$ cat config.mk
export PLATFORM = sky130hd
export DESIGN_NAME = id_stage
export DESIGN_NICKNAME = d
export VERILOG_FILES = /design/src/rtl/id_stage.sv
export SDC_FILE = /design/constraint.sdc
export NUM_CORES = 2
export LEC_CHECK = 0
export CORE_MARGIN = 8
export CORE_UTILIZATION = 25
export CTS_BUF_LIST = sky130_fd_sc_hd__clkbuf_16
export DETAILED_ROUTE_END_ITERATION = 7
export HOLD_SLACK_MARGIN = 0.08
export PLACE_DENSITY_LB_ADDON = 0.05
export SLEW_MARGIN = 25
export SYNTH_ARGS = -nofsm -noshare
export SYNTH_HDL_FRONTEND = slang
export SYNTH_SLANG_ARGS = --single-unit
$ cat constraint.sdc
create_clock -name clk -period 5.3 [get_ports clk]
set_input_delay 1.325 -clock clk [delete_from_list [all_inputs] [get_ports clk]]
set_output_delay 1.325 -clock clk [all_outputs]
set_load 0.02 [all_outputs]
$ cat src/rtl/id_stage.sv
// ============================================================================
// Module   : id_stage
// Purpose  : MIPS decode stage: IF/ID register, 32x32 GRF, forwarding muxes,
//            beq/j/jal/jr next-PC decode. Optional macro: ID_WBYPASS_EN
//            (write-through bypass on GRF reads).
// Revision : 1.0 - initial release
// ============================================================================
`default_nettype none

module id_stage #(
  parameter logic [31:0] RESET_PC = 32'h00003000
) (
  input  logic        clk,
  input  logic        reset,
  input  logic [31:0] instr_f,
  input  logic [31:0] pc_f,
  input  logic        stall,
  input  logic [1:0]  fwd_rs_sel,
  input  logic [1:0]  fwd_rt_sel,
  input  logic [31:0] fwd_e_data,
  input  logic [31:0] fwd_m_data,
  input  logic        we_w,
  input  logic [4:0]  waddr_w,
  input  logic [31:0] wdata_w,
  output logic [31:0] instr_d,
  output logic [31:0] pc_d,
  output logic [31:0] pc8_d,
  output logic [31:0] rs_data,
  output logic [31:0] rt_data,
  output logic [1:0]  npc_sel,
  output logic        br_e,
  output logic [15:0] imm16,
  output logic [25:0] imm26,
  output logic [31:0] jr_pc
);

  localparam logic [5:0] c_OP_SPECIAL = 6'b000000;
  localparam logic [5:0] c_OP_BEQ     = 6'b000100;
  localparam logic [5:0] c_OP_J       = 6'b000010;
  localparam logic [5:0] c_OP_JAL     = 6'b000011;
  localparam logic [5:0] c_FN_JR      = 6'b001000;

  logic [31:0] r_instr;
  logic [31:0] r_pc;
  logic [31:0] r_grf [0:31];

  logic [4:0]  w_rs_addr;
  logic [4:0]  w_rt_addr;
  logic [31:0] w_rs_grf;
  logic [31:0] w_rt_grf;
  logic [5:0]  w_op;
  logic [5:0]  w_funct;
  logic        w_grf_we;

  // IF/ID pipeline register; reset takes priority over stall
  always_ff @(posedge clk) begin
    if (reset) begin
      r_instr <= '0;
      r_pc    <= RESET_PC;
    end else if (!stall) begin
      r_instr <= instr_f;
      r_pc    <= pc_f;
    end
  end

  assign w_grf_we = we_w && (waddr_w != 5'd0);

  // Register file: entry 0 is never written so it stays zero after reset
  always_ff @(posedge clk) begin
    if (reset) begin
      for (int i = 0; i < 32; i++) begin
        r_grf[i] <= '0;
      end
    end else if (w_grf_we) begin
      r_grf[waddr_w] <= wdata_w;
    end
  end

  assign w_rs_addr = r_instr[25:21];
  assign w_rt_addr = r_instr[20:16];
  assign w_op      = r_instr[31:26];
  assign w_funct   = r_instr[5:0];

`ifdef ID_WBYPASS_EN
  // Write-through: a same-cycle WB write is seen by the read before the edge
  assign w_rs_grf = (w_grf_we && (waddr_w == w_rs_addr)) ? wdata_w : r_grf[w_rs_addr];
  assign w_rt_grf = (w_grf_we && (waddr_w == w_rt_addr)) ? wdata_w : r_grf[w_rt_addr];
`else
  assign w_rs_grf = r_grf[w_rs_addr];
  assign w_rt_grf = r_grf[w_rt_addr];
`endif

  // Register $0 reads as zero no matter what the forwarding select says
  always_comb begin
    rs_data = w_rs_grf;
    if (w_rs_addr == 5'd0) begin
      rs_data = '0;
    end else begin
      case (fwd_rs_sel)
        2'd1:    rs_data = fwd_e_data;
        2'd2:    rs_data = fwd_m_data;
        default: rs_data = w_rs_grf;
      endcase
    end
  end

  always_comb begin
    rt_data = w_rt_grf;
    if (w_rt_addr == 5'd0) begin
      rt_data = '0;
    end else begin
      case (fwd_rt_sel)
        2'd1:    rt_data = fwd_e_data;
        2'd2:    rt_data = fwd_m_data;
        default: rt_data = w_rt_grf;
      endcase
    end
  end

  always_comb begin
    npc_sel = 2'b00;
    case (w_op)
      c_OP_BEQ:         npc_sel = 2'b01;
      c_OP_J, c_OP_JAL: npc_sel = 2'b10;
      c_OP_SPECIAL:     npc_sel = (w_funct == c_FN_JR) ? 2'b11 : 2'b00;
      default:          npc_sel = 2'b00;
    endcase
  end

  assign instr_d = r_instr;
  assign pc_d    = r_pc;
  assign pc8_d   = r_pc + 32'd8;
  assign br_e    = (rs_data == rt_data);
  assign imm16   = r_instr[15:0];
  assign imm26   = r_instr[25:0];
  assign jr_pc   = rs_data;

endmodule

`default_nettype wire

==> key figures <==
Outcome
  – Failing checks: negative setup slack
  – Outcome: finished with violations

Synthesis
  – Post-synthesis compound-gate area fraction: 4.55%
  – Largest family of logic cells by synthesized area: multiplexers
  – Seq/Total Area, Yosys: 54.2%
  – Top-area cell type share of the netlist area: 51.7%
  – Simple-gate area share of the yosys netlist: 14.5%
  – Post-Syn Area: 0.0595 mm^2
  – Post-synthesis mux area share: 21.2%
  – Post-Syn Instances: 4139
  – Syn_area_per_cell: 14.4 um^2
  – Cell taking the most area after synthesis: edfxtp_1
  – Synth area leaders: edfxtp_1, mux4_2, and2_1
  – Async set-reset flop share out of synthesis: 0%
  – Synth warn: 0
  – Yosys reg bits: 1098
  – Post-Synth Adder-Cell Area: 0.105%
  – Synth Flop Type: edfxtp_1
  – Count leader, synth: edfxtp_1
  – Xor and xnor area share after synthesis: 0.869%
  – Most frequent cells after synthesis: edfxtp_1, and2_1, mux4_2
  – Yosys cell types: 66
  – Number of flops mapped to enable cells by yosys: 1024

Drt
  – Vias: 41500
  – DRC Markers: 0
  – Post-route ant nets: 0
  – 1st-iter DRT viols: 4306
  – Routed WL per cell: 36.9 um
  – DRT Pass-1 Iters: 5
  – Post-DR vias/cell: 5.08
  – Total wire length: 302000 um

Placement
  – HPWL after detailed placement: 199000 um
  – Port bufs: 409
  – GPL Wtd Cong: 0.873

Finish
  – Final Util: 32.2%
  – Share of cells above drive strength 1: 30.8%
  – Final net count: 5019
  – P&R area growth vs syn: 28.5%

STA
  – Slew Limit Fails: 0
  – Setup_tns: -0.525 ns
  – Final Hold Fails: 0
  – Final worst-path cycle share: 110%
  – Final setup vio count: 1
  – Slew HR: 25.1%
  – Clock skew: 0.0129 ns
  – Peak Freq: 172 MHz
  – RSZ-0062 raised after global routing: yes
  – Fin worst setup slack: -0.525 ns
  – Slew @ Worst Pin: 1.12 ns
  – Final worst path period need: 5.82 ns
  – Hold slack: 0.534 ns

Power and ir drop
  – Overall power: 24900 uW
  – Peak supply drop: 0.261 mV
  – LEAKAGE: 0.0266 uW
  – Pwr/cell area: 326 mW/mm^2

Critical path
  – Critical path required time: 3.97 ns
  – R2R Setup Slk: 4.04 ns
  – CP Max Fanout: 15
  – Worst flop-to-flop path startpoint: instr_d[17]
  – CP top delay family: multiplexers
  – Cell mode on critical path: buf_4
  – WP buf/inv: 6
  – CP Data Arrival Time: 4.50 ns
  – R2R depth: 2
  – Crit. End Element: primary output
  – Critical-path cell list: buf_4 > buf_4 > buf_12 > mux4_1 > mux4_2 > nor2_1 > nor4_1 > buf_4 > xnor2_2 > nand4b_1 > nor4_4 > buf_4 > and4_4 > buf_6
  – Slowest stage delay, CP: 0.70 ns
  – WS Path Type: reg -> out
  – CP max-delay cell: mux4_1
  – Critical Path Source Type: flop

Global route
  – Vias in the first global route: 42300
  – Total GRT Usage: 23.2%
  – First-pass GRT wire length: 401000 um
  – Largest net degree at the start of global routing: 52
  – Total gr overflow: 0
  – Initial antenna violation count: 61

Clocking
  – Root Buffer: clkbuf_16
  – CTS Buffer Depth: 3
  – Inserted Clock Buffers: 148
  – Clk sink count: 1098
  – Clock insertion delay at the later pin of the skew report: 0.82 ns
  – CTS tree: built
  – H-tree levels: 4
  – CTS clk-pin slew, worst paths: 0.06 ns
  – # hold bufs at CTS: 0

Floorplanning
  – Io pins: 410
  – Starting Density: 25.1%
  – Cell row count: 179
  – Die span in x: 504 um
  – Core area: 0.237 mm^2
  – Die footprint: 0.254 mm^2
  – Chip height: 504 um

Min path
  – Hold Crit Start: pc_d[1]
  – Worst Hold End: pc_d[1]
  – Hold depth: 2
  – HP Class: reg -> reg

Run
  – Max Cap Viol: 0
[layout make-up]
class	count	area, um^2
Sequential cell	1098	32300
Fill cell	23200	161000
Clock inverter	123	982
Multi-Input combinational cell	2574	25600
Antenna cell	37	92.6
Inverter	11	47.5
Timing Repair Buffer	1008	9720
Tap cell	3167	3960
Clock buffer	149	3730
[layout by cell type (no fill, tap or decap), types with 37 or more instances in the layout]
cell type | Yosys | layout
edfxtp_1 | 1024 | 1024
and2_1 | 1001 | 1000
buf_4 | 127 | 504
mux4_2 | 474 | 479
clkdlybuf4s50_1 | 0 | 322
clkbuf_16 | 0 | 152
mux2i_1 | 146 | 145
nand2_1 | 108 | 106
nor2_1 | 137 | 103
o22ai_1 | 110 | 98
a221oi_1 | 76 | 67
dfxtp_1 | 74 | 64
buf_12 | 3 | 58
nand3_1 | 54 | 51
inv_1 | 10 | 48
dlygate4sd2_1 | 0 | 38
diode_2 | 0 | 37
[logic make-up (layout without fill, tap and decap cells)]
kind of cell / after synthesis / count (layout)
adder cells (fa/ha/maj): 5 / 5
flip-flops: 1098 / 1098
AND/OR/NAND/NOR: 1473 / 1473
other: 1 / 69
multiplexers: 639 / 639
AO/OA/AOI/OAI: 366 / 366
XOR/XNOR: 59 / 59
buffers and inverters: 498 / 1291
[sequential cells by signal, summed over array words and instances (netlist names), named ones only]
signal	cells
instr_d	32
r_grf	1024
pc_d	32
[where the power goes]
part           total, uW  internal, uW  switching, uW
Combinational       4760          2030           2730
Clock               9940          5670           4270
Sequential         10200          9950            285
[metal layers]
metal / GRT usage (%) / routed length [um]
met5: 0 / 68
met1: 31.9 / 131000
met4: 5.58 / 8150
met3: 3.45 / 17900
met2: 38.7 / 144000
[through the flow]
stage / setup slack [ns] / cells / area (um^2)
6_report: -0.525 / 8167 / 76400
5_1_grt: -0.608 / 8133 / 76300
4_1_cts: -0.630 / 8093 / 75600
3_5_place_dp: -1.04 / 7781 / 69900
3_3_place_gp: -1.03 / 7781 / 69900
2_1_floorplan: 0.0221 / 4170 / 59600
[repair_timing]
item,4_1_cts,5_1_grt
resized for setup,160,103
pin swaps,19,30
setup buffers,34,35
gates cloned,7,3
endpoints found under the hold margin,0,0
endpoints found under the setup margin,83,22
[tightest hold or removal path, stage by stage, from the launching register on]
cell	delay, ns
dfxtp_1	0.34
mux2i_1	0.08
nor2_1	0.08
[how the worst max path moves through the flow]
stage | start | slack (ns) | end | depth (start not counted)
after global placement | fwd_rt_sel[0] | -1.03 | br_e | 14
after CTS | flop | -0.63 | br_e | 15
final | flop | -0.52 | br_e | 14
after global routing | flop | -0.61 | br_e | 15
after floorplan | fwd_rt_sel[0] | 0.02 | br_e | 12
after detailed placement | fwd_rt_sel[0] | -1.04 | br_e | 14
No activity file was read; power rests on OpenSTA's default activity.
